--- src/rtl/parking_pkg.sv ---
`default_nettype none
// ============================================================================
//  Module      : parking_pkg
//  Description : Shared defaults, block index type and controller state enum
//                for the parking slot arbiter.
//  Revision    : 1.0 - initial release
// ============================================================================
package parking_pkg;

    localparam int NBLK_DEF = 8;
    localparam int CAP_DEF  = 3;
    localparam int TMO_DEF  = 16;
    localparam int BLK_W    = $clog2(NBLK_DEF);

    typedef logic [BLK_W-1:0] blk_idx_t;

    typedef enum logic [0:0] {
        IDLE = 1'b0,
        WAIT = 1'b1
    } state_t;

endpackage
`default_nettype wire

--- src/rtl/rr_pick.sv ---
`default_nettype none
// ============================================================================
//  Module      : rr_pick
//  Description : Combinational round-robin finder: first set request bit at
//                or above ptr_i, wrapping around to bit 0.
//  Revision    : 1.0 - initial release
// ============================================================================
module rr_pick #(
    parameter int NBLK  = 8,
    parameter int IDX_W = $clog2(NBLK)
) (
    input  logic [NBLK-1:0]  req_i,
    input  logic [IDX_W-1:0] ptr_i,
    output logic [IDX_W-1:0] idx_o,
    output logic             valid_o
);

    // Scan from the farthest offset down so the nearest hit is written last.
    always_comb begin
        logic [IDX_W:0] pos;
        pos     = '0;
        idx_o   = '0;
        valid_o = 1'b0;
        for (int k = NBLK - 1; k >= 0; k--) begin
            pos = {1'b0, ptr_i} + (IDX_W + 1)'(k);
            if (pos >= (IDX_W + 1)'(NBLK)) begin
                pos = pos - (IDX_W + 1)'(NBLK);
            end
            if (req_i[pos[IDX_W-1:0]]) begin
                idx_o   = pos[IDX_W-1:0];
                valid_o = 1'b1;
            end
        end
    end

endmodule
`default_nettype wire

--- src/rtl/parking_slot_arbiter.sv ---
`default_nettype none
// ============================================================================
//  Module      : parking_slot_arbiter
//  Description : Turns block-button presses into a registered round-robin
//                grant, reserves a slot, tracks per-block occupancy.
//  Revision    : 1.0 - initial release
// ============================================================================
module parking_slot_arbiter
    import parking_pkg::*;
#(
    parameter int NBLK   = NBLK_DEF,
    parameter int CAP    = CAP_DEF,
    parameter int TMO    = TMO_DEF,
    parameter int IDX_W  = $clog2(NBLK),
    parameter int FREE_W = $clog2(NBLK * CAP + 1)
) (
    input  logic              CKT,
    input  logic              RST,
    input  logic [NBLK-1:0]   B,
    input  logic              PARKED,
    input  logic              EXIT,
    input  logic [IDX_W-1:0]  EXIT_BLK,
    output logic [IDX_W-1:0]  F,
    output logic              BUSY,
    output logic [NBLK-1:0]   FULL,
    output logic [FREE_W-1:0] FREE,
    output logic              TOUT
);

    localparam int CNT_W = $clog2(CAP + 1);
    localparam int TMO_W = $clog2(TMO + 1);

    state_t             st_q, st_d;
    logic [IDX_W-1:0]   f_q, f_d;
    logic [IDX_W-1:0]   ptr_q, ptr_d;
    logic [TMO_W-1:0]   tmo_q, tmo_d;
    logic               tout_q, tout_d;
    logic [NBLK-1:0]    b_q;
    logic [CNT_W-1:0]   cnt_q [NBLK];
    logic [CNT_W-1:0]   cnt_d [NBLK];

    logic [NBLK-1:0]    req;
    logic [IDX_W-1:0]   pick_idx;
    logic               pick_valid;
    logic               grant;
    logic               rel;

    assign req = B & ~b_q & ~FULL;

    rr_pick #(
        .NBLK  (NBLK),
        .IDX_W (IDX_W)
    ) u_rr_pick (
        .req_i   (req),
        .ptr_i   (ptr_q),
        .idx_o   (pick_idx),
        .valid_o (pick_valid)
    );

    always_comb begin
        st_d   = st_q;
        f_d    = f_q;
        ptr_d  = ptr_q;
        tmo_d  = tmo_q;
        tout_d = 1'b0;
        grant  = 1'b0;
        rel    = 1'b0;
        case (st_q)
            IDLE: begin
                if (pick_valid) begin
                    grant = 1'b1;
                    f_d   = pick_idx;
                    ptr_d = (pick_idx == IDX_W'(NBLK - 1)) ? '0 : pick_idx + 1'b1;
                    tmo_d = '0;
                    st_d  = WAIT;
                end
            end
            WAIT: begin
                // A park arriving on the timeout cycle keeps the reservation.
                if (PARKED) begin
                    st_d = IDLE;
                end else if (tmo_q == TMO_W'(TMO - 1)) begin
                    rel    = 1'b1;
                    tout_d = 1'b1;
                    st_d   = IDLE;
                end else begin
                    tmo_d = tmo_q + 1'b1;
                end
            end
            default: st_d = IDLE;
        endcase
    end

    // Grant, exit and release may all hit one block; the net is clamped.
    always_comb begin
        int tot;
        tot = 0;
        for (int i = 0; i < NBLK; i++) begin
            tot = int'(cnt_q[i]);
            if (grant && pick_idx == IDX_W'(i)) begin
                tot = tot + 1;
            end
            if (EXIT && EXIT_BLK == IDX_W'(i) && cnt_q[i] != '0) begin
                tot = tot - 1;
            end
            if (rel && f_q == IDX_W'(i)) begin
                tot = tot - 1;
            end
            if (tot < 0) begin
                tot = 0;
            end
            if (tot > CAP) begin
                tot = CAP;
            end
            cnt_d[i] = CNT_W'(tot);
        end
    end

    always_ff @(posedge CKT) begin
        // Tracking B through reset keeps a held button from looking like a press.
        b_q <= B;
        if (RST) begin
            st_q   <= IDLE;
            f_q    <= '0;
            ptr_q  <= '0;
            tmo_q  <= '0;
            tout_q <= 1'b0;
            for (int i = 0; i < NBLK; i++) begin
                cnt_q[i] <= '0;
            end
        end else begin
            st_q   <= st_d;
            f_q    <= f_d;
            ptr_q  <= ptr_d;
            tmo_q  <= tmo_d;
            tout_q <= tout_d;
            for (int i = 0; i < NBLK; i++) begin
                cnt_q[i] <= cnt_d[i];
            end
        end
    end

    generate
        for (genvar g = 0; g < NBLK; g++) begin : g_full
            assign FULL[g] = (cnt_q[g] == CNT_W'(CAP));
        end
    endgenerate

    always_comb begin
        int used;
        used = 0;
        for (int i = 0; i < NBLK; i++) begin
            used = used + int'(cnt_q[i]);
        end
        FREE = FREE_W'(NBLK * CAP - used);
    end

    assign F    = f_q;
    assign BUSY = (st_q == WAIT);
    assign TOUT = tout_q;

endmodule
`default_nettype wire
--- config.mk ---
export PLATFORM = sky130hd
export DESIGN_NAME = parking_slot_arbiter
export DESIGN_NICKNAME = d
export VERILOG_FILES = /design/src/rtl/parking_pkg.sv /design/src/rtl/rr_pick.sv /design/src/rtl/parking_slot_arbiter.sv
export SDC_FILE = /design/constraint.sdc
export NUM_CORES = 1
export LEC_CHECK = 0
export CAP_MARGIN = 20
export CORE_ASPECT_RATIO = 0.9
export CORE_MARGIN = 3
export CORE_UTILIZATION = 55
export DETAILED_ROUTE_END_ITERATION = 6
export PLACE_DENSITY = 0.78
export SYNTH_ARGS = -nofsm -noshare
export SYNTH_HDL_FRONTEND = slang
export SYNTH_HIERARCHICAL = 1
export SYNTH_SLANG_ARGS = --single-unit
--- constraint.sdc ---
create_clock -name CKT -period 5.11 [get_ports CKT]
set_input_delay 1.022 -clock CKT [delete_from_list [all_inputs] [get_ports CKT]]
set_output_delay 1.022 -clock CKT [all_outputs]
set_load 0.03 [all_outputs]
Word level (Yosys, flattened, before mapping)
Memory sizes are Yosys's and may differ from the RTL's.
Index checks and enable logic that the tools add are counted.
{"block": "classes", "n_bitwise": 13, "muxes": 104, "order_cmp": 32, "n_addsub": 49, "reduce_logical": 45, "n_eq_ne": 33}
{"op": "$mux W32", "count": 24}
{"op": "$sub A32 B2 Y32 const B", "count": 16}
{"op": "$gt A32 B3 Y1 const B", "count": 8}
{"op": "$lt A32 B1 Y1 const B", "count": 8}
{"op": "$mux W3", "count": 25}
{"op": "$eq A3 B3 Y1 const B", "count": 12}
{"op": "$logic_and A1 B1 Y1", "count": 32}
{"op": "$lt A3 B4 Y1 const B", "count": 8}
{"op": "$mux W2", "count": 16}
{"op": "$ge A4 B4 Y1 const B", "count": 7}
{"op": "$mux W1", "count": 26}
{"op": "$add A2 B1 Y3 const B", "count": 8}
{"op": "$bmux W1 S3", "count": 8}
{"op": "$sub A3 B1 Y3 const B", "count": 8}
{"op": "$add A5 B2 Y5", "count": 4}
{"op": "$eq A3 B2 Y1 const B", "count": 6}
{"op": "$add A3 B3 Y4 const B", "count": 4}
{"op": "$and A8 B8 Y8", "count": 2}
{"op": "$eq A2 B2 Y1 const B", "count": 8}
{"op": "$not A8 Y8", "count": 2}
{"op": "$reduce_bool A2 Y1", "count": 8}
{"op": "$mux W5", "count": 3}
{"op": "$pmux W5 S2", "count": 1}
{"op": "$eq A3 B1 Y1 const B", "count": 3}
{"op": "17 further kinds", "count": 29}
{"block": "totals", "in_bits": 15, "ram_bits": 16, "regBits": 21, "n_memories": 1}
{"name": "cnt_q", "depth": 8, "width": 2, "rd": 8, "rd_clocked_by_memory_dff": 0, "wr": 8, "line_no": "parking_slot_arbiter.sv:39", "text": "logic [CNT_W-1:0] cnt_q [NBLK];"}

Depth between registers and ports, before layout
Gate-level depths: netlist (run 1).
An unclocked memory read counts as a cell.
{"block": "depth", "ltp_word": 27, "ltp_mapped": 22, "depth_no_buf": 19}

By module
Netlist (run 1), hierarchy kept.
{"module": "parking_slot_arbiter", "cells_each": 530, "instances": 1, "area_each_um2": 4241.6, "seq_area_each_um2": 740.7}
{"module": "rr_pick", "cells_each": 80, "instances": 1, "area_each_um2": 805.8, "seq_area_each_um2": 0.0}

Least setup slack after synthesis (run 1)
OpenSTA, ideal clock, no wires.
{"block": "synth_path", "path_type": "input to register", "startpoint": "in B[6]", "endpoint": "mem cnt_q[0][1] (netlist bit)", "t_required_ns": 5.015, "n_path_buf": 1, "t_arrival_ns": 5.280, "stages": 19, "path_slack_ns": -0.266, "setup_ns": 0.095, "cell_sequence": "nor3b_1 -> mux4_2 -> mux2_2 -> nor3b_1 -> a21o_1 -> a211oi_1 -> inv_1 -> ha_1 -> nor4bb_1 -> clkbuf_1 -> nor3b_1 -> or2_2 -> ha_1 -> nand2b_1 -> mux4_2 -> nor2b_1 -> o211ai_1 -> nor2_1 -> a221oi_1"}
{"item": "start: declaration", "line_no": "parking_slot_arbiter.sv:19", "text": "input logic [NBLK-1:0] B,"}
{"item": "end: declaration", "line_no": "parking_slot_arbiter.sv:39"}

==> flow_metrics.env, run 1 <==
export IMPL_status="finished, violations left"
export IMPL_violations="negative setup slack"
export IMPL_ys_ff_latch=37
export IMPL_yosysTopAreaCell="dfxtp_1"
export IMPL_hold_viol=0
export IMPL_cts_root_buf="clkbuf_8"
export IMPL_crit_top_cell="buf_4"
export IMPL_synthesis_nets=690
export IMPL_hpwl_um=11480
export IMPL_maxCapViolCount=0
export IMPL_clock_sinks=37
export IMPL_num_io_pins=33
export IMPL_ir_drop_v=0.0005401
export IMPL_first_iter_violations=637
export IMPL_drt_met1_wl_um=6580
export IMPL_htreeDepth=2
export IMPL_tritoncts="built"
export IMPL_nets=830
export IMPL_seq_area_um2=742.0
export IMPL_ys_seq_area_share_pct=14.68
export IMPL_avgSynthCellArea_um2=8.274
export IMPL_maxSlewViolCount=0
export IMPL_async_reset_ff_share_pct=0
export IMPL_drive_gt1_share_pct=33.42
export IMPL_finalCritPeriodShare_pct=103.7
export IMPL_yosys_warnings=6
export IMPL_synthToLayoutAreaGrowth_pct=39.09
export IMPL_synth_top_area_share_pct=14.68
export IMPL_synth_ff_type="dfxtp_1"
export IMPL_clkTransAtPathRegs_ns=0.10
export IMPL_antenna_cells=0
export IMPL_row_count=32
export IMPL_finalSetupViolCount=8
export IMPL_drtAntennaViolNets=0
export IMPL_setup_slack_ns=-0.1872
export IMPL_crit_required_ns=5.34
export IMPL_drcViolationCount=0
export IMPL_antenna_found_initial=0
export IMPL_p_per_area_nw_per_um2=791.3
export IMPL_grt_pass1_vias=5363
export IMPL_synth_area_top_cells="dfxtp_1 15%, ha_1 13%, mux4_2 5.4%"
export IMPL_topRoutingLayerUsed="met4"
export IMPL_clkLatencyLatePin_ns=0.31
export IMPL_worst_path_max_fanout=6
export IMPL_critical_path_max_stage_delay_ns=0.52
export IMPL_fin_crit_ns=5.297
export IMPL_grt_ovfl_total=0
export IMPL_crit_slowest_cell="mux4_2"
export IMPL_numCtsBuffers=5
export IMPL_instances_no_fill=870
export IMPL_die_height_um=96.88
export IMPL_avgViaCountPerCell=6.445
export IMPL_grt_max_degree=22
export IMPL_routedWlPerCell_um=19.45
export IMPL_timing_slew_headroom_pct=27.67
export IMPL_crit_path_start_kind="flop"
export IMPL_core_area_um2=8768
export IMPL_io_buffers=32
export IMPL_arrival_ns=5.52
export IMPL_clock_path_buffers=2
export IMPL_synth_cells=610
export IMPL_synth_common_cells="54 x ha_1, 52 x nand2_1, 41 x inv_1, 41 x nor2_1, 37 x dfxtp_1"
export IMPL_wl_met3_um=1295
export IMPL_holdWs_ns=0.4783
export IMPL_multi_input_area_um2=4536
export IMPL_tightest_slew_ns=1.082
export IMPL_initial_core_util_pct=57.56
export IMPL_fillers=554
export IMPL_drtPass1Iterations=6
export IMPL_die_x_um=107.0
export IMPL_vias=5607
export IMPL_dp_cells=838
export IMPL_p_leak_nw=2.757
export IMPL_synth_edff_count=0
export IMPL_fin_skew_ns=0.01647
export IMPL_yosysUniqueCellTypes=78
export IMPL_worstHoldPathType="flop to flop"
export IMPL_cp_end_kind="flop"
export IMPL_place_congestion=0.9308
export IMPL_grt_setup_unrepaired="yes"
export IMPL_die_area_um2=10360
export IMPL_grt_pass1_wl_um=25120
export IMPL_synth_most_common_cell="ha_1"
export IMPL_max_freq_mhz=188.8
export IMPL_grt_usage_pct=29.13
export IMPL_hold_buffers=0
export IMPL_wl_met2_um=8312
export IMPL_routed_wl_um=16920
export IMPL_syn_area_um2=5047
export IMPL_crit_type="flop to flop"
## through the flow
stage / total power [mW] / setup TNS (ns) / instance area, µm² / setup slack [ns] / util (%)
4_1_cts: 4.927 / 0 / 6559 / 0.02921 / 74.80
5_1_grt: 5.952 / -2.231 / 7020 / -0.3106 / 80.07
3_5_place_dp: 4.453 / -12.16 / 6213 / -1.072 / 70.86
3_3_place_gp: 4.295 / -8.804 / 6213 / -0.7875 / 70.86
2_1_floorplan: 3.001 / 0 / 5099 / 0.008645 / -
6_report: 5.555 / -0.7145 / 7020 / -0.1872 / 80.07
## logic make-up after synthesis
logic type,Yosys count,synth area share [%]
adders and majority gates,65,17.75
xor gates and xnor gates,36,6.247
and+or+nand+nor,219,23.85
DFF,37,14.68
buffers and inverters,68,5.627
muxes,38,11.48
AOI/OAI and AO/OA,147,20.38
## final cells by class
| class | count | share of cell area, % |
|---|---|---|
| clock buffers | 5 | 0.9802 |
| clock inverters | 3 | 0.6594 |
| inverters | 41 | 2.192 |
| multi-input cells | 505 | 64.61 |
| flip-flops and latches | 37 | 10.57 |
| well taps | 119 | 2.121 |
| repair buffers | 160 | 18.87 |
## metal layers
metal	up-vias	global-route usage [%]
met3	78	5.604
met1	2667	36.43
met5	-	0
li1	2546	-
met4	0	11.50
met2	316	49.08
## placed cells by master (no fill, tap or decap), types with 5 or more instances in the layout
cell             netlist  routed
dfxtp_1               37      36
o21ai_0               15      10
o31a_1                 5       5
nor2_1                41      39
and2_1                 5       5
xnor2_1               24      22
nand3_1               17      17
fa_1                  11      11
mux2_4                 3      10
clkdlybuf4s50_1        0      21
o31ai_1               10       8
nor3_1                15      13
o21ai_1                9      14
a211oi_2               1       8
nand4b_1               5       5
ha_1                  54      41
buf_4                  2     118
mux4_2                12      13
a21oi_1               26      24
nand2_1               52      49
nand3b_1               5       5
xor2_1                12      11
a31oi_1               14      13
a21o_1                 5       5
clkbuf_8               0       5
buf_6                  2      18
nor3b_4                0       8
nor4_1                 7       7
or3_1                  9       8
nand2b_1              12      12
inv_1                 41      37
mux2i_1                8       7
mux2_2                10       6
ha_4                   0      10
## repair_timing
| item | 4_1_cts | 5_1_grt |
|---|---|---|
| pin swaps | 16 | 28 |
| gates resized for setup | 71 | 74 |
| hold endpoints to repair | 0 | 0 |
| setup buffers | 9 | 16 |
| setup endpoints to repair | 18 | 15 |
## where the power goes
| group | total [mW] | leakage, nW | internal, mW | switching (mW) |
|---|---|---|---|---|
| combinational | 4.83 | 2.40 | 2.39 | 2.45 |
| sequential | 0.448 | 0.304 | 0.356 | 0.0919 |
| clock | 0.274 | 0.0543 | 0.146 | 0.128 |
| total | 5.56 | 2.76 | 2.89 | 2.67 |
## worst max-delay path, delay by kind of cell, from the launching register on
kind	cells	cell delay, ns
mux	2	0.82
flops	1	0.50
fa+ha+maj	4	1.01
buf+inv	8	0.96
simple gates	4	0.37
compound gates	7	1.50
## final timing paths
| kind | start | end | slack (ns) | cells past startpoint |
|---|---|---|---|---|
| setup / recovery | cnt_q[1][6]$_SDFF_PP0_ | cnt_q[1][7]$_SDFF_PP0_ | -0.19 | 25 |
| hold / removal | tmo_q[3]$_SDFFE_PP0P_ | tmo_q[3]$_SDFFE_PP0P_ | 0.48 | 1 |
| setup reg to reg | cnt_q[1][6]$_SDFF_PP0_ | cnt_q[1][7]$_SDFF_PP0_ | -0.19 | 25 |
| hold reg to reg | tmo_q[3]$_SDFFE_PP0P_ | tmo_q[3]$_SDFFE_PP0P_ | 0.48 | 1 |
## registers in the layout, summed over array words and instances, names as in the netlist
name	count
BUSY	1
F	3
TOUT	1
b_q	8
cnt_q	16
ptr_q	3
tmo_q	5
No activity file was read; power rests on OpenSTA's default activity.
==> run 2, diff against run 1 <==
- CELL_PAD_IN_SITES_DETAIL_PLACEMENT: not set -> 0
- CELL_PAD_IN_SITES_GLOBAL_PLACEMENT: not set -> 1
- CORE_UTILIZATION: 55 -> 42
- PLACE_DENSITY: 0.78 -> not set
- PLACE_DENSITY_LB_ADDON: not set -> 0.1
==> flow_metrics.env, run 2 (synthesis results as in run 1) <==
export IMPL_synthToLayoutAreaGrowth_pct=43.83
export IMPL_avgViaCountPerCell=5.736
export IMPL_final_common_cell="buf_4"
export IMPL_crit_path_start_kind="primary input"
export IMPL_clkTransAtPathRegs_ns=0.07
export IMPL_stdcell_area_um2=7259
export IMPL_hold_buffers=0
export IMPL_top_regs="cnt_q: 16 flops, b_q: 8 flops, tmo_q: 5 flops"
export IMPL_place_congestion=0.9227
export IMPL_p_leak_nw=2.875
export IMPL_worstHoldPathType="flop to flop"
export IMPL_routed_wl_um=16420
export IMPL_row_count=37
export IMPL_tritoncts="built"
export IMPL_max_freq_mhz=189.9
export IMPL_finalSetupViolCount=7
export IMPL_die_x_um=121.6
export IMPL_nets=852
export IMPL_seq_area_um2=740.7
export IMPL_met3_usage_pct=5.255
export IMPL_arrival_ns=5.50
export IMPL_grt_use_met1_pct=32.42
export IMPL_fin_crit_ns=5.266
export IMPL_timing_slew_headroom_pct=49.36
export IMPL_drcViolationCount=0
export IMPL_fin_setup_tns_ns=-0.5235
export IMPL_crit_slowest_cell="or4_4"
export IMPL_status="finished, violations left"
export IMPL_multi_input_area_um2=4548
export IMPL_initial_core_util_pct=43.61
export IMPL_maxCapViolCount=0
export IMPL_antenna_found_initial=0
export IMPL_io_buffers=32
export IMPL_drtPass1Iterations=5
export IMPL_routedWlPerCell_um=17.68
export IMPL_cts_root_buf="clkbuf_16"
export IMPL_critical_path_max_stage_delay_ns=0.56
export IMPL_grt_usage_pct=24.09
export IMPL_finalCritPeriodShare_pct=103.1
export IMPL_vias=5329
export IMPL_fillers=1018
export IMPL_largest_reg_flops=16
export IMPL_setup_slack_ns=-0.1562
export IMPL_placed_area_um2=6342
export IMPL_grt_use_met2_pct=39.57
export IMPL_die_height_um=110
export IMPL_cp_end_kind="flop"
export IMPL_antenna_cells=0
export IMPL_core_area_um2=11570
export IMPL_crit_required_ns=5.34
export IMPL_clock_path_buffers=2
export IMPL_crit_type="primary input to flop"
export IMPL_die_area_um2=13370
export IMPL_grt_pass1_wl_um=25660
export IMPL_numCtsBuffers=5
export IMPL_violations="negative setup slack"
export IMPL_ir_drop_v=0.0004240
export IMPL_worst_path_max_fanout=5
export IMPL_layout_common_cells="140 x buf_4, 50 x nand2_1, 43 x ha_1"
export IMPL_hpwl_um=12230
export IMPL_drive_gt1_share_pct=34.80
export IMPL_first_iter_violations=337
export IMPL_hold_viol=0
export IMPL_clkLatencyLatePin_ns=0.30
export IMPL_grt_ovfl_total=0
export IMPL_grt_pass1_vias=5037
export IMPL_path_cells="buf_6 > nor3b_4 > buf_4 > mux2_4 > mux4_2 > buf_6 > a311o_1 > a211oi_2 > a221oi_2 > buf_4 > ha_4 > ha_4 > nand3b_1 > nor2_2 > mux2_4 > ha_4 > and4b_1 > a21oi_2 > a211oi_2 > a211oi_2 > or4_4 > a41oi_2"
export IMPL_p_per_area_nw_per_um2=770.8
export IMPL_fin_skew_ns=0.007710
export IMPL_htreeDepth=2
export IMPL_grt_setup_unrepaired="yes"
export IMPL_grt_busiest_layer="met2"
export IMPL_pre_cts_slack_ns=-1.140
export IMPL_maxSlewViolCount=0
export IMPL_drtAntennaViolNets=0
export IMPL_clock_sinks=37
export IMPL_tightest_slew_ns=0.7585
export IMPL_num_io_pins=33
export IMPL_regMostFlops="cnt_q"
export IMPL_grt_max_degree=22
run 2: changes by cell type in the layout (fill, tap and decap cells not counted), sizes merged:
cell | before | now
inv | 41 | 42
bufinv | 1 | 0
clkdlybuf4s15 | 0 | 2
buf | 136 | 153
clkbuf | 6 | 9
run 2: metrics by stage:
step	instances	total power [mW]	hold WS (ns)	utilization, %
6_report	929	5.595	0.4793	62.72
5_1_grt	929	6.062	0.5125	62.72
4_1_cts	912	5.130	0.4715	59.54
3_5_place_dp	886	4.524	0.4565	54.80
3_3_place_gp	886	4.410	0.4475	54.80
2_1_floorplan	610	3.001	0.4287	-
run 2: what timing repair did:
item                       CTS  global route
setup endpoints to repair   18            18
gates resized for setup     73            61
setup buffers               21            18
pin swaps                   20            32
run 2: cell type report:
type	instances	share of cell area [%]
inverters	41	2.154
repair buffers	182	20.23
flip-flops and latches	37	10.20
clock buffers	5	1.724
well taps	156	2.689
multi-input cells	505	62.65
clock inverters	3	0.3447
run 2: worst max-delay path, delay by kind of cell:
family,cells,cell delay [ns]
AO/OA/AOI/OAI,7,1.11
adder cells (fa/ha/maj),3,0.58
buffers and inverters,4,0.56
multiplexers,3,1.05
AND/OR/NAND/NOR,5,1.17
run 2: power breakdown:
| part | switching [mW] | internal, mW | leakage [nW] | total, mW |
|---|---|---|---|---|
| registers | 0.0783 | 0.356 | 0.304 | 0.434 |
| logic | 2.42 | 2.42 | 2.50 | 4.83 |
| clock network | 0.147 | 0.184 | 0.0704 | 0.330 |
| total | 2.64 | 2.96 | 2.88 | 5.60 |
run 2: metal layers:
metal  share of wire [%]  routed length (µm)
met1                  46                7554
met2                  47                7657
met3                 5.7                 934
met4                 1.7                 275
met5                   0                   0
run 2: worst paths after layout:
kind	startpoint	end	slack [ns]	depth (start not counted)
worst max register to register	cnt_q[1][1]$_SDFF_PP0_	cnt_q[1][6]$_SDFF_PP0_	-0.01	23
worst max-delay path	B[1]	cnt_q[1][6]$_SDFF_PP0_	-0.16	22
worst min-delay path	tmo_q[3]$_SDFFE_PP0P_	tmo_q[3]$_SDFFE_PP0P_	0.48	1
worst min register to register	tmo_q[3]$_SDFFE_PP0P_	tmo_q[3]$_SDFFE_PP0P_	0.48	1
==> run 3, diff against run 2 <==
- CORE_UTILIZATION: 42 -> 38
==> flow_metrics.env, run 3 (synthesis results as in run 1) <==
export IMPL_status="finished, violations left"
export IMPL_violations="negative setup slack"
export IMPL_dp_cells=900
export IMPL_tightest_slew_ns=0.7525
export IMPL_die_height_um=115.3
export IMPL_switching_share_pct=46.59
export IMPL_grt_setup_unrepaired="yes"
export IMPL_multi_input_area_um2=4533
export IMPL_numCtsBuffers=5
export IMPL_maxCapViolCount=0
export IMPL_synthToLayoutAreaGrowth_pct=44.05
export IMPL_place_congestion=0.9501
export IMPL_hold_viol=0
export IMPL_first_iter_violations=300
export IMPL_r2r_start="ptr_q[2]$_SDFFE_PP0P_"
export IMPL_clkLatencyLatePin_ns=0.30
export IMPL_maxSlewViolCount=0
export IMPL_drcViolationCount=0
export IMPL_regMostFlops="cnt_q"
export IMPL_max_freq_mhz=188.5
export IMPL_crit_path_start_kind="primary input"
export IMPL_layout_common_cells="151 x buf_4, 50 x nand2_1, 44 x ha_1"
export IMPL_pre_cts_slack_ns=-0.9649
export IMPL_finalSetupViolCount=10
export IMPL_io_buffers=32
export IMPL_pwr_share_comb_pct=86.2
export IMPL_fin_crit_ns=5.306
export IMPL_instances_no_fill=944
export IMPL_netSwitchingPower_mw=2.645
export IMPL_initial_core_util_pct=39.33
export IMPL_top_regs="cnt_q: 16 flops, b_q: 8 flops, tmo_q: 5 flops"
export IMPL_cts_root_buf="clkbuf_16"
export IMPL_worstHoldPathType="flop to flop"
export IMPL_cp_end_kind="flop"
export IMPL_clock_path_buffers=2
export IMPL_clkPwrFrac_pct=6.0
export IMPL_setup_slack_ns=-0.1958
export IMPL_drtPass1Iterations=5
export IMPL_fin_skew_ns=0.01390
export IMPL_tritoncts="built"
export IMPL_seq_area_um2=740.7
export IMPL_clock_sinks=37
export IMPL_drtAntennaViolNets=0
export IMPL_crit_path_start="B[5]"
export IMPL_nets=859
export IMPL_p_total_mw=5.677
export IMPL_antenna_found_initial=0
export IMPL_crit_type="primary input to flop"
export IMPL_hpwl_um=12240
export IMPL_grt_max_degree=22
export IMPL_p_per_area_nw_per_um2=780.7
export IMPL_ir_drop_v=0.0004874
export IMPL_die_area_um2=14700
export IMPL_core_area_um2=12830
export IMPL_htreeDepth=2
export IMPL_grt_pass1_vias=5265
export IMPL_p_leak_nw=2.889
export IMPL_timing_slew_headroom_pct=49.45
export IMPL_clkTransAtPathRegs_ns=0.07
export IMPL_routed_wl_um=16410
export IMPL_fillers=1138
export IMPL_vias=5357
export IMPL_arrival_ns=5.50
export IMPL_cell_internal_pwr_mw=3.032
export IMPL_largest_reg_flops=16
export IMPL_grt_ovfl_total=0
export IMPL_row_count=39
export IMPL_finalCritPeriodShare_pct=103.8
export IMPL_crit_required_ns=5.31
export IMPL_worst_path_max_fanout=4
export IMPL_antenna_cells=0
export IMPL_grt_usage_pct=22.18
export IMPL_avgViaCountPerCell=5.675
export IMPL_hp_start="tmo_q[3]$_SDFFE_PP0P_"
export IMPL_final_common_cell="buf_4"
export IMPL_hold_buffers=0
export IMPL_drive_gt1_share_pct=35.26
export IMPL_routedWlPerCell_um=17.39
export IMPL_num_io_pins=33
export IMPL_die_x_um=127.5
export IMPL_power_frac_seq_pct=7.8
export IMPL_grt_pass1_wl_um=26250
-- run 3: cell count changes in the layout (fill, tap and decap cells not counted), moves of 2 or more --
| cell | change |
|---|---|
| buf_4 | +11 |
| buf_6 | -5 |
| buf_2 | +4 |
| o31ai_2 | +3 |
| clkdlybuf4s15_1 | -2 |
| o31ai_1 | -2 |
-- run 3: final timing paths --
path | slack (ns) | depth (start not counted) | to
worst max-delay path | -0.20 | 22 | cnt_q[0][1]$_SDFF_PP0_
worst min-delay path | 0.47 | 1 | tmo_q[3]$_SDFFE_PP0P_
worst max register to register | -0.01 | 19 | cnt_q[0][1]$_SDFF_PP0_
worst min register to register | 0.47 | 1 | tmo_q[3]$_SDFFE_PP0P_
-- run 3: power groups by stage --
stage	Clock, mW	Sequential, mW	Combinational, mW
finish	0.340	0.442	4.89
global route	0.365	0.453	5.33
CTS	0.351	0.437	4.40
detailed placement	0	0.439	4.12
global placement	0	0.438	4.01
floorplan	0	0.438	2.56
-- run 3: final cells by class --
type	instances	area share, %
Sequential cell	37	10.19
Tap cell	164	2.822
Clock inverter	3	0.3442
Clock buffer	5	1.721
Inverter	41	2.117
Multi-Input combinational cell	505	62.35
Timing Repair Buffer	189	20.46
-- run 3: what timing repair did --
action,in CTS,in global routing
setup endpoints to repair,18,17
setup buffers,20,20
endpoints found under the hold margin,0,0
pin swaps,19,33
gates resized for setup,75,53
-- run 3: worst max-delay path, stage by stage --
cell and delay, ns:
buf_6 0.09, nor3b_4 0.16, buf_4 0.15, mux4_2 0.51, mux2_4 0.31, buf_6 0.13
a211oi_2 0.17, o21ai_1 0.10, a221oi_2 0.31, inv_1 0.13, buf_6 0.14, ha_4 0.15
nor4bb_4 0.16, nor3b_4 0.19, or2_4 0.25, ha_4 0.22, nand2b_4 0.13, mux4_2 0.47
nor2b_1 0.15, o211ai_1 0.22, nor2_1 0.08, a221oi_1 0.27
-- run 3: layer usage --
| layer | vias up | track usage [%] | part of all wire, % |
|---|---|---|---|
| li1 | 2618 | - | - |
| met1 | 2577 | 29.20 | 45 |
| met2 | 135 | 37.71 | 48 |
| met3 | 27 | 3.205 | 4.8 |
| met4 | 0 | 6.862 | 2.1 |
| met5 | - | 0 | 0 |
-- run 3: per-stage QoR --
| stage | cell area (µm²) | utilization (%) | TNS (ns) | hold WS [ns] |
|---|---|---|---|---|
| after detailed placement | 6397 | 49.85 | -11.72 | 0.4525 |
| after global routing | 7271 | 56.65 | -2.839 | 0.5052 |
| final | 7271 | 56.65 | -0.7128 | 0.4728 |
| after CTS | 6905 | 53.81 | -0.5073 | 0.4648 |
| after global placement | 6397 | 49.85 | -9.870 | 0.4567 |
| after floorplan | 5099 | - | 0 | 0.4287 |
